[src/rtl/decode_pkg.sv]
// decode_pkg: shared definitions for the decode stage.
//   - opcode constants (instr[15:11])
//   - RegDst / immediate-select / ALU-op enums
//   - ctrl_t: control word produced by decode_ctrl and carried into ID/EX
//   - state_e: decode FSM states
package decode_pkg;

  localparam logic [4:0] OpHalt = 5'h00;
  localparam logic [4:0] OpAdd  = 5'h01;
  localparam logic [4:0] OpSub  = 5'h02;
  localparam logic [4:0] OpAnd  = 5'h03;
  localparam logic [4:0] OpOr   = 5'h04;
  localparam logic [4:0] OpAddi = 5'h05;
  localparam logic [4:0] OpLi   = 5'h06;
  localparam logic [4:0] OpLd   = 5'h08;
  localparam logic [4:0] OpSt   = 5'h09;
  localparam logic [4:0] OpBeq  = 5'h0A;
  localparam logic [4:0] OpJal  = 5'h0C;
  localparam logic [4:0] OpJmp  = 5'h0D;

  // Destination register select; Link targets the top register (NREG-1).
  typedef enum logic [1:0] {
    RegDstRd,
    RegDstRt,
    RegDstRs,
    RegDstLink
  } regdst_e;

  // Immediate source field: instr[4:0], instr[7:0] or instr[10:0].
  typedef enum logic [1:0] {
    Imm5,
    Imm8,
    Imm11
  } immsel_e;

  typedef enum logic [2:0] {
    AluAdd,
    AluSub,
    AluAnd,
    AluOr,
    AluPassImm,
    AluCmp
  } alu_e;

  typedef enum logic [0:0] {
    StRun,
    StHalted
  } state_e;

  typedef struct packed {
    logic    regwr;
    logic    memen;
    logic    memwr;
    regdst_e regdst;
    immsel_e immsel;
    logic    imm_sext;
    alu_e    alu_op;
    logic    is_branch;
    logic    is_jump;
    logic    is_halt;
  } ctrl_t;

endpackage

[src/rtl/decode_ctrl.sv]
// decode_ctrl: purely combinational opcode -> control-word table.
// Ports:
//   opcode_i  instr[15:11]
//   ctrl_o    decoded control word (unknown opcodes decode as a NOP)
module decode_ctrl
  import decode_pkg::*;
(
  input  logic [4:0] opcode_i,
  output ctrl_t      ctrl_o
);

  always_comb begin
    ctrl_o        = '0;
    ctrl_o.regdst = RegDstRd;
    ctrl_o.immsel = Imm5;
    ctrl_o.alu_op = AluAdd;
    case (opcode_i)
      OpHalt: ctrl_o.is_halt = 1'b1;
      OpAdd:  ctrl_o.regwr = 1'b1;
      OpSub: begin
        ctrl_o.regwr  = 1'b1;
        ctrl_o.alu_op = AluSub;
      end
      OpAnd: begin
        ctrl_o.regwr  = 1'b1;
        ctrl_o.alu_op = AluAnd;
      end
      OpOr: begin
        ctrl_o.regwr  = 1'b1;
        ctrl_o.alu_op = AluOr;
      end
      OpAddi: begin
        ctrl_o.regwr    = 1'b1;
        ctrl_o.regdst   = RegDstRt;
        ctrl_o.imm_sext = 1'b1;
      end
      OpLi: begin
        // LI writes the rs field register with the zero-extended 8-bit immediate
        ctrl_o.regwr  = 1'b1;
        ctrl_o.regdst = RegDstRs;
        ctrl_o.immsel = Imm8;
        ctrl_o.alu_op = AluPassImm;
      end
      OpLd: begin
        ctrl_o.regwr    = 1'b1;
        ctrl_o.memen    = 1'b1;
        ctrl_o.regdst   = RegDstRt;
        ctrl_o.imm_sext = 1'b1;
      end
      OpSt: begin
        ctrl_o.memen    = 1'b1;
        ctrl_o.memwr    = 1'b1;
        ctrl_o.imm_sext = 1'b1;
      end
      OpBeq: begin
        ctrl_o.is_branch = 1'b1;
        ctrl_o.imm_sext  = 1'b1;
        ctrl_o.alu_op    = AluCmp;
      end
      OpJal: begin
        ctrl_o.regwr    = 1'b1;
        ctrl_o.regdst   = RegDstLink;
        ctrl_o.immsel   = Imm11;
        ctrl_o.imm_sext = 1'b1;
        ctrl_o.is_jump  = 1'b1;
      end
      OpJmp: begin
        ctrl_o.immsel   = Imm11;
        ctrl_o.imm_sext = 1'b1;
        ctrl_o.is_jump  = 1'b1;
      end
      default: ;
    endcase
  end

endmodule

[src/rtl/decode_pipe.sv]
// decode_pipe: instruction decode stage with register file and ID/EX register.
// Optional feature: define RF_BYPASS_EN to forward the write-back port to same-cycle reads.
// Ports:
//   clk, rst                    clock, synchronous active-high reset
//   ifid_valid/instr/pc_inc     instruction from fetch; ifid_ready = accepted this cycle
//   wb_en/wb_sel/wb_data        register-file write port
//   ex_stall                    hold ID/EX
//   flush                       kill the presented instruction and ID/EX, leave HALTED
//   idex_*                      registered ID/EX fields
//   halted                      a HALT has entered ID/EX; decode frozen until flush/rst
module decode_pipe
  import decode_pkg::*;
#(
  parameter int unsigned             DATA_W = 16,
  parameter int unsigned             NREG   = 8,
  parameter logic [DATA_W-1:0]       RST_PC = '0,
  localparam int unsigned            SEL_W  = $clog2(NREG)
) (
  input  logic              clk,
  input  logic              rst,
  input  logic              ifid_valid,
  input  logic [15:0]       ifid_instr,
  input  logic [DATA_W-1:0] ifid_pc_inc,
  output logic              ifid_ready,
  input  logic              wb_en,
  input  logic [SEL_W-1:0]  wb_sel,
  input  logic [DATA_W-1:0] wb_data,
  input  logic              ex_stall,
  input  logic              flush,
  output logic              idex_valid,
  output logic [15:0]       idex_instr,
  output logic [DATA_W-1:0] idex_pc_inc,
  output logic [DATA_W-1:0] idex_rs_data,
  output logic [DATA_W-1:0] idex_rt_data,
  output logic [DATA_W-1:0] idex_imm,
  output logic [SEL_W-1:0]  idex_wsel,
  output logic              idex_regwr,
  output logic              idex_memen,
  output logic              idex_memwr,
  output ctrl_t             idex_ctrl,
  output logic              halted
);

  // Instruction fields; 3-bit register fields are resized to the select width.
  logic [4:0]       opcode;
  logic [SEL_W-1:0] rs_sel, rt_sel, rd_sel;
  assign opcode = ifid_instr[15:11];
  assign rs_sel = SEL_W'(ifid_instr[10:8]);
  assign rt_sel = SEL_W'(ifid_instr[7:5]);
  assign rd_sel = SEL_W'(ifid_instr[4:2]);

  ctrl_t ctrl;
  decode_ctrl u_decode_ctrl (
    .opcode_i (opcode),
    .ctrl_o   (ctrl)
  );

  // Register file: two read ports, one write port.
  logic [DATA_W-1:0] rf_q [NREG];
  logic [DATA_W-1:0] rs_data, rt_data;

  always_ff @(posedge clk) begin
    if (rst) begin
      for (int unsigned i = 0; i < NREG; i++) rf_q[i] <= '0;
    end else if (wb_en) begin
      rf_q[wb_sel] <= wb_data;
    end
  end

`ifdef RF_BYPASS_EN
  assign rs_data = (wb_en && (wb_sel == rs_sel)) ? wb_data : rf_q[rs_sel];
  assign rt_data = (wb_en && (wb_sel == rt_sel)) ? wb_data : rf_q[rt_sel];
`else
  assign rs_data = rf_q[rs_sel];
  assign rt_data = rf_q[rt_sel];
`endif

  // Immediate extension.
  logic [DATA_W-1:0] imm;
  always_comb begin
    case (ctrl.immsel)
      Imm8:    imm = {{(DATA_W-8){ctrl.imm_sext & ifid_instr[7]}}, ifid_instr[7:0]};
      Imm11:   imm = {{(DATA_W-11){ctrl.imm_sext & ifid_instr[10]}}, ifid_instr[10:0]};
      default: imm = {{(DATA_W-5){ctrl.imm_sext & ifid_instr[4]}}, ifid_instr[4:0]};
    endcase
  end

  // Write-register select.
  logic [SEL_W-1:0] wsel;
  always_comb begin
    case (ctrl.regdst)
      RegDstRt:   wsel = rt_sel;
      RegDstRs:   wsel = rs_sel;
      RegDstLink: wsel = SEL_W'(NREG - 1);
      default:    wsel = rd_sel;
    endcase
  end

  // ID/EX registers.
  logic              valid_q, valid_d;
  logic [15:0]       instr_q, instr_d;
  logic [DATA_W-1:0] pc_inc_q, pc_inc_d;
  logic [DATA_W-1:0] rs_data_q, rs_data_d;
  logic [DATA_W-1:0] rt_data_q, rt_data_d;
  logic [DATA_W-1:0] imm_q, imm_d;
  logic [SEL_W-1:0]  wsel_q, wsel_d;
  logic              regwr_q, regwr_d;
  logic              memen_q, memen_d;
  logic              memwr_q, memwr_d;
  ctrl_t             ctrl_q, ctrl_d;

  // Load in EX whose destination matches either source field, used or not.
  logic load_use;
  assign load_use = valid_q && memen_q && !memwr_q &&
                    ((wsel_q == rs_sel) || (wsel_q == rt_sel));

  // Presented instruction enters ID/EX; flush kills it even when ready is high.
  logic accept;
  assign accept = ifid_valid && ifid_ready && !flush;

  // FSM: state register / next state / outputs.
  state_e state_q, state_d;

  always_ff @(posedge clk) begin
    if (rst) state_q <= StRun;
    else     state_q <= state_d;
  end

  always_comb begin
    state_d = state_q;
    if (flush) begin
      state_d = StRun;
    end else if ((state_q == StRun) && accept && ctrl.is_halt) begin
      state_d = StHalted;
    end
  end

  always_comb begin
    ifid_ready = !ex_stall && !load_use && (state_q == StRun);
    halted     = (state_q == StHalted);
  end

  // ID/EX next state: flush > stall (hold) > accept > bubble.
  // A bubble clears only the valid/side-effect bits; data fields keep their values.
  always_comb begin
    valid_d   = valid_q;
    instr_d   = instr_q;
    pc_inc_d  = pc_inc_q;
    rs_data_d = rs_data_q;
    rt_data_d = rt_data_q;
    imm_d     = imm_q;
    wsel_d    = wsel_q;
    regwr_d   = regwr_q;
    memen_d   = memen_q;
    memwr_d   = memwr_q;
    ctrl_d    = ctrl_q;
    if (!flush && ex_stall) begin
      // hold
    end else if (accept) begin
      valid_d   = 1'b1;
      instr_d   = ifid_instr;
      pc_inc_d  = ifid_pc_inc;
      rs_data_d = rs_data;
      rt_data_d = rt_data;
      imm_d     = imm;
      wsel_d    = wsel;
      regwr_d   = ctrl.regwr;
      memen_d   = ctrl.memen;
      memwr_d   = ctrl.memwr;
      ctrl_d    = ctrl;
    end else begin
      valid_d = 1'b0;
      regwr_d = 1'b0;
      memen_d = 1'b0;
      memwr_d = 1'b0;
      ctrl_d  = '0;
    end
  end

  always_ff @(posedge clk) begin
    if (rst) begin
      valid_q   <= 1'b0;
      instr_q   <= '0;
      pc_inc_q  <= RST_PC;
      rs_data_q <= '0;
      rt_data_q <= '0;
      imm_q     <= '0;
      wsel_q    <= '0;
      regwr_q   <= 1'b0;
      memen_q   <= 1'b0;
      memwr_q   <= 1'b0;
      ctrl_q    <= '0;
    end else begin
      valid_q   <= valid_d;
      instr_q   <= instr_d;
      pc_inc_q  <= pc_inc_d;
      rs_data_q <= rs_data_d;
      rt_data_q <= rt_data_d;
      imm_q     <= imm_d;
      wsel_q    <= wsel_d;
      regwr_q   <= regwr_d;
      memen_q   <= memen_d;
      memwr_q   <= memwr_d;
      ctrl_q    <= ctrl_d;
    end
  end

  assign idex_valid   = valid_q;
  assign idex_instr   = instr_q;
  assign idex_pc_inc  = pc_inc_q;
  assign idex_rs_data = rs_data_q;
  assign idex_rt_data = rt_data_q;
  assign idex_imm     = imm_q;
  assign idex_wsel    = wsel_q;
  assign idex_regwr   = regwr_q;
  assign idex_memen   = memen_q;
  assign idex_memwr   = memwr_q;
  assign idex_ctrl    = ctrl_q;

endmodule

[config.mk]
export PLATFORM = sky130hd
export DESIGN_NAME = decode_pipe
export DESIGN_NICKNAME = d
export VERILOG_FILES = /design/src/rtl/decode_pkg.sv /design/src/rtl/decode_ctrl.sv /design/src/rtl/decode_pipe.sv
export SDC_FILE = /design/constraint.sdc
export NUM_CORES = 1
export LEC_CHECK = 0
export ABC_AREA = 0
export CAP_MARGIN = 30
export CORE_MARGIN = 2
export CORE_UTILIZATION = 45
export DETAILED_ROUTE_END_ITERATION = 7
export PLACE_DENSITY = 0.71
export SLEW_MARGIN = 20
export SYNTH_ARGS = -nofsm -noshare
export SYNTH_HDL_FRONTEND = slang
export SYNTH_SLANG_ARGS = --single-unit
export TNS_END_PERCENT = 5
[constraint.sdc]
create_clock -name clk -period 2 [get_ports clk]
set_input_delay 0.5 -clock clk [delete_from_list [all_inputs] [get_ports clk]]
set_output_delay 0.5 -clock clk [all_outputs]
set_load 0.005 [all_outputs]
Word-level counts from Yosys, hierarchy flattened
Memories as Yosys holds them, arrays and structs flattened. A register that Yosys moved wholly into a read port is not among the register bits.
Index checks and enable logic that the tools add are counted.
Cells by class
  eq/ne operators: 18
  muxes and demuxes: 25
  bitwise logic cells: 5
  reduce and logical (&&, ||, !) cells: 24
Operators by type and width (count)
  $pmux 16 s2: 1
  $eq 5x4->1 const B: 5
  $mux 1: 17
  $mux 16: 1
  $reduce_or 16->1: 1
  $eq 5x3->1 const B: 3
  $pmux 3 s5: 1
  $mux 14: 1
  $eq 5x2->1 const B: 2
  $logic_and 1x1->1: 10
  $pmux 3 s3: 1
  $reduce_or 2->1: 4
  $reduce_or 8->1: 1
  $eq 2x2->1 const B: 3
  $eq 3x3->1: 2
  $pmux 2 s3: 1
  $reduce_or 6->1: 1
  $eq 5x1->1 const B: 1
  $logic_not 5->1: 1
  $eq 2x1->1 const B: 2
  $logic_not 1->1: 4
  $pmux 2 s2: 1
  $and 1x1->1: 3
  $mux 3: 1
  3 further kinds: 4
Word-level totals
  bits in registers: 70
  RAM bits: 128
  logic and storage cells: 92
  memories: 1
Memory list
  rf_q: words 8, width 16, rd ports 2, clocked after memory_dff 2, wr ports 8, line decode_pipe.sv:59  | logic [DATA_W-1:0] rf_q [NREG];

Depth between registers and ports, before layout
  word-level depth: 10
  mapped depth: 9

Hierarchy
Synthesis repeated with hierarchy kept, for this count alone.
Unflattened totals
  cell total of the unflattened synthesis: 860
  area total of the unflattened synthesis: 10799.1 µm²
By module, submodules not included
  decode_pipe: times used 1, cells each 824, area an instance 10557.6 µm², seq. area each 5645.4 µm²
  decode_ctrl: times used 1, cells each 36, area an instance 241.5 µm², seq. area each 0.0 µm²

Least setup slack after synthesis
No wires, ideal clock.
  path kind: input -> register
  from: in rst
  to: mem rf_q[0][0] (enable)
  arrival: 1.840 ns
  path slack: -0.173 ns
  stages on the path: 4
  cells stage by stage: clkbuf_1 -> or3b_2 -> nor3_1 -> or2_2
RTL lines
  from (decl): line decode_pipe.sv:20  | input logic rst,
  to (decl): line decode_pipe.sv:59

Final worst setup path
  from: reg wsel_q[1], in the netlist idex_wsel[1]
  to: out ifid_ready
On the way
  cells in the longest elaborated chain, start to end: 6
  elaborated cells between the ends (all ways): 7
RTL lines
  from (decl): line decode_pipe.sv:106  | logic [SEL_W-1:0] wsel_q, wsel_d;
  from (signal assigned): line decode_pipe.sv:200  | wsel_q <= wsel_d;
  $eq 3x3->1: line decode_pipe.sv:115  | ((wsel_q == rs_sel) || (wsel_q == rt_sel));
  $logic_or 1x1->1 (*): line decode_pipe.sv:115
  $logic_and 1x1->1 (*): line decode_pipe.sv:114  | assign load_use = valid_q && memen_q && !memwr_q &&
  $logic_not 1->1 (*): line decode_pipe.sv:139  | ifid_ready = !ex_stall && !load_use && (state_q == StRun);
  $logic_and 1x1->1 (*) (2 in a row): line decode_pipe.sv:139
  to (decl): line decode_pipe.sv:24  | output logic ifid_ready,
Every way passes the cells marked *; elsewhere a longest branch is shown, timed or not.

==> flow_metrics.env <==
export IMPL_cts_root_buf="clkbuf_16"
export IMPL_finalCriticalPeriod_ps=2290
export IMPL_hold_start="idex_instr[15]"
export IMPL_status="finished, violations left"
export IMPL_crit_arrival_ps=1790
export IMPL_grt_pass1_vias=7360
export IMPL_vias=7347
export IMPL_synth_cell_types=46
export IMPL_clk_pin_slew_ps=60
export IMPL_period_share=1.15
export IMPL_tns_ps=-294
export IMPL_routabilityCongestion=0.847
export IMPL_die_w_microns=156
export IMPL_syn_nets=891
export IMPL_drive_gt1_frac=0.243
export IMPL_drc=0
export IMPL_dr_pass1_iters=4
export IMPL_vias_per_cell=5.50
export IMPL_ir_drop_mv=0.474
export IMPL_slew_headroom=0.595
export IMPL_crit_fanout=4
export IMPL_power_leakage_uw=0.00501
export IMPL_ys_ff_latch=217
export IMPL_synth_seq_area_share=0.544
export IMPL_tightest_slew_ps=607
export IMPL_failed_checks="negative setup slack"
export IMPL_grt_setup_unrepaired="yes"
export IMPL_nets=1093
export IMPL_worst_setup_path_end_kind="output port"
export IMPL_yosys_area_top_type_share=0.372
export IMPL_grt_pass1_wl_mm=41.9
export IMPL_dp_slack_ps=-753
export IMPL_synth_top_area_cell="edfxtp_1"
export IMPL_critPathLaunch="idex_wsel[1]"
export IMPL_drv_cap=0
export IMPL_drv_slew=0
export IMPL_synth_most_common_cell="and2_1"
export IMPL_synthTopCellsByArea="edfxtp_1, dfxtp_1, mux4_2"
export IMPL_syn_area_per_cell_sq_um=12.4
export IMPL_stdcell_count=1336
export IMPL_setup_slack_ps=-294
export IMPL_rr_startpoint="idex_wsel[1]"
export IMPL_synth_ff_type="edfxtp_1"
export IMPL_wirelength_mm=28.0
export IMPL_r2r_slack_ps=30
export IMPL_setup_violations=1
export IMPL_dieArea_sq_um=24200
export IMPL_drt_iter0_markers=439
export IMPL_grt_max_degree=90
export IMPL_cts_buffers=23
export IMPL_fp_row_count=55
export IMPL_synthArstFlopShare=0
export IMPL_initial_core_util=0.458
export IMPL_clock_latency_ps=510
export IMPL_cts_tree="done"
export IMPL_synth_warnings=0
export IMPL_hp_class="register to register"
export IMPL_grt_overflow=0
export IMPL_synth_edf_count=128
export IMPL_cp_start_kind="register"
export IMPL_clock_sinks=217
export IMPL_htreeDepth=1
export IMPL_grt_usage=0.226
export IMPL_place_hpwl_mm=18.3
export IMPL_syn2layout_area_growth_pct=32.7
export IMPL_die_y_microns=156
export IMPL_worstReg2RegEnd="idex_ctrl[8]"
export IMPL_synth_area_sq_um=10300
export IMPL_io_pins=160
export IMPL_postLayoutCoreUtil=0.608
export IMPL_core_area_sq_um=22600
export IMPL_reg2regPathDepth=7
export IMPL_synthTopCellsByCount="and2_1, edfxtp_1, dfxtp_1, nand2_1, mux4_2"
export IMPL_fmax_mhz=436
export IMPL_antenna_found_initial=2
export IMPL_finalHoldViolations=0
export IMPL_skew_ps=7.86
export IMPL_fillCellCount=1746
export IMPL_cts_buffer_depth=3
export IMPL_dp_cells=1283
export IMPL_drtAntennaViolNets=0
export IMPL_cp_required_ps=1500
export IMPL_drt_wirelength_per_cell_microns=20.9
export IMPL_synthCells=831
export IMPL_crit_end="ifid_ready"
export IMPL_critical_path_class="register to output port"
export IMPL_cellPowerDensity_nw_per_um2=768
export IMPL_placement_io_buffers=159
## registers in the layout (all words and copies together) (netlist names)
register and count:
idex_rs_data 16, idex_instr 16, idex_memwr 1, idex_imm 7, idex_pc_inc 16, idex_rt_data 16, halted 1, idex_valid 1
idex_wsel 3, idex_regwr 1, rf_q 128, idex_ctrl 10, idex_memen 1
## kinds of logic (layout without fill, tap and decap cells)
logic type               count (synthesis)  in the layout  share of synthesized area
AND/OR/NAND/NOR                        319            320                      0.159
flip-flops                             217            217                      0.544
AO/OA/AOI/OAI                          109            109                     0.0754
multiplexers                            97             97                      0.171
buffers and inverters                   79            296                     0.0409
XOR/XNOR                                 7              7                    0.00593
adder cells (fa/ha/maj)                  3              3                    0.00363
other                                    0              2                          0
## power breakdown
| group | internal [uW] | switching [uW] | leakage (uW) |
|---|---|---|---|
| logic | 731 | 634 | 0.00270 |
| clock network | 2390 | 1700 | 0.000352 |
| registers | 4960 | 119 | 0.00195 |
| total | 8090 | 2450 | 0.00501 |
## worst min path at each step
stage / endpoint / depth (start not counted)
floorplan: idex_ctrl[3] / 2
global placement: idex_ctrl[3] / 2
detailed placement: idex_ctrl[3] / 2
CTS: idex_instr[15] / 2
global route: idex_instr[15] / 2
finish: idex_instr[15] / 2
## cell type report
class / count / area [sq um] / area share
Multi-Input combinational cell: 536 / 4480 / 0.326
Tap cell: 285 / 357 / 0.0260
Clock inverter: 11 / 82.6 / 0.00602
Antenna cell: 2 / 5.00 / 0.000365
Timing Repair Buffer: 252 / 2510 / 0.183
Inverter: 3 / 13.8 / 0.00100
Clock buffer: 30 / 643 / 0.0469
Sequential cell: 217 / 5630 / 0.411
## worst max-delay path, stage by stage, from the launching register on
cell	delay, ps
dfxtp_4	360
xor2_1	160
or4_4	540
nand2_2	80
nor3_1	40
buf_2	120
## layer usage
metal | GRT usage | wire (microns) | vias to the layer above
li1 | - | - | 3429
met1 | 0.279 | 11200 | 3591
met2 | 0.399 | 14100 | 279
met3 | 0.0461 | 1990 | 48
met4 | 0.0738 | 657 | 0
met5 | 0 | 0 | -
## timing repair
item,CTS,global route
buffers inserted,2,5
setup endpoints to repair,13,70
cloned,0,3
pin swaps,9,5
hold buffers,0,0
resized for setup,24,32
## stage by stage
step	instance area, sq um	total power [uW]	hold WS, ps
global route	13700	10900	470
finish	13700	10500	453
detailed placement	12700	6510	444
floorplan	10400	5840	448
global placement	12700	6470	439
CTS	13500	10600	455
## placed cells by master (no fill, tap or decap), drive strengths merged, types with 3 or more instances in the layout
| cell type | instances |
|---|---|
| a211o | 3 |
| a211oi | 36 |
| a21oi | 44 |
| a22oi | 6 |
| a311oi | 6 |
| and2 | 130 |
| buf | 99 |
| clkbuf | 31 |
| clkdlybuf4s50 | 142 |
| clkinv | 6 |
| dfxtp | 89 |
| dlygate4sd2 | 7 |
| dlymetal6s2s | 3 |
| edfxtp | 128 |
| ha | 3 |
| inv | 5 |
| mux2i | 33 |
| mux4 | 64 |
| nand2 | 87 |
| nand2b | 5 |
| nand3 | 5 |
| nand3b | 3 |
| nor2 | 62 |
| nor3 | 3 |
| nor4b | 4 |
| o21ai | 4 |
| o2bb2ai | 3 |
| or2 | 8 |
| xor2 | 6 |
Note: power is estimated with default switching activity, not from simulation.
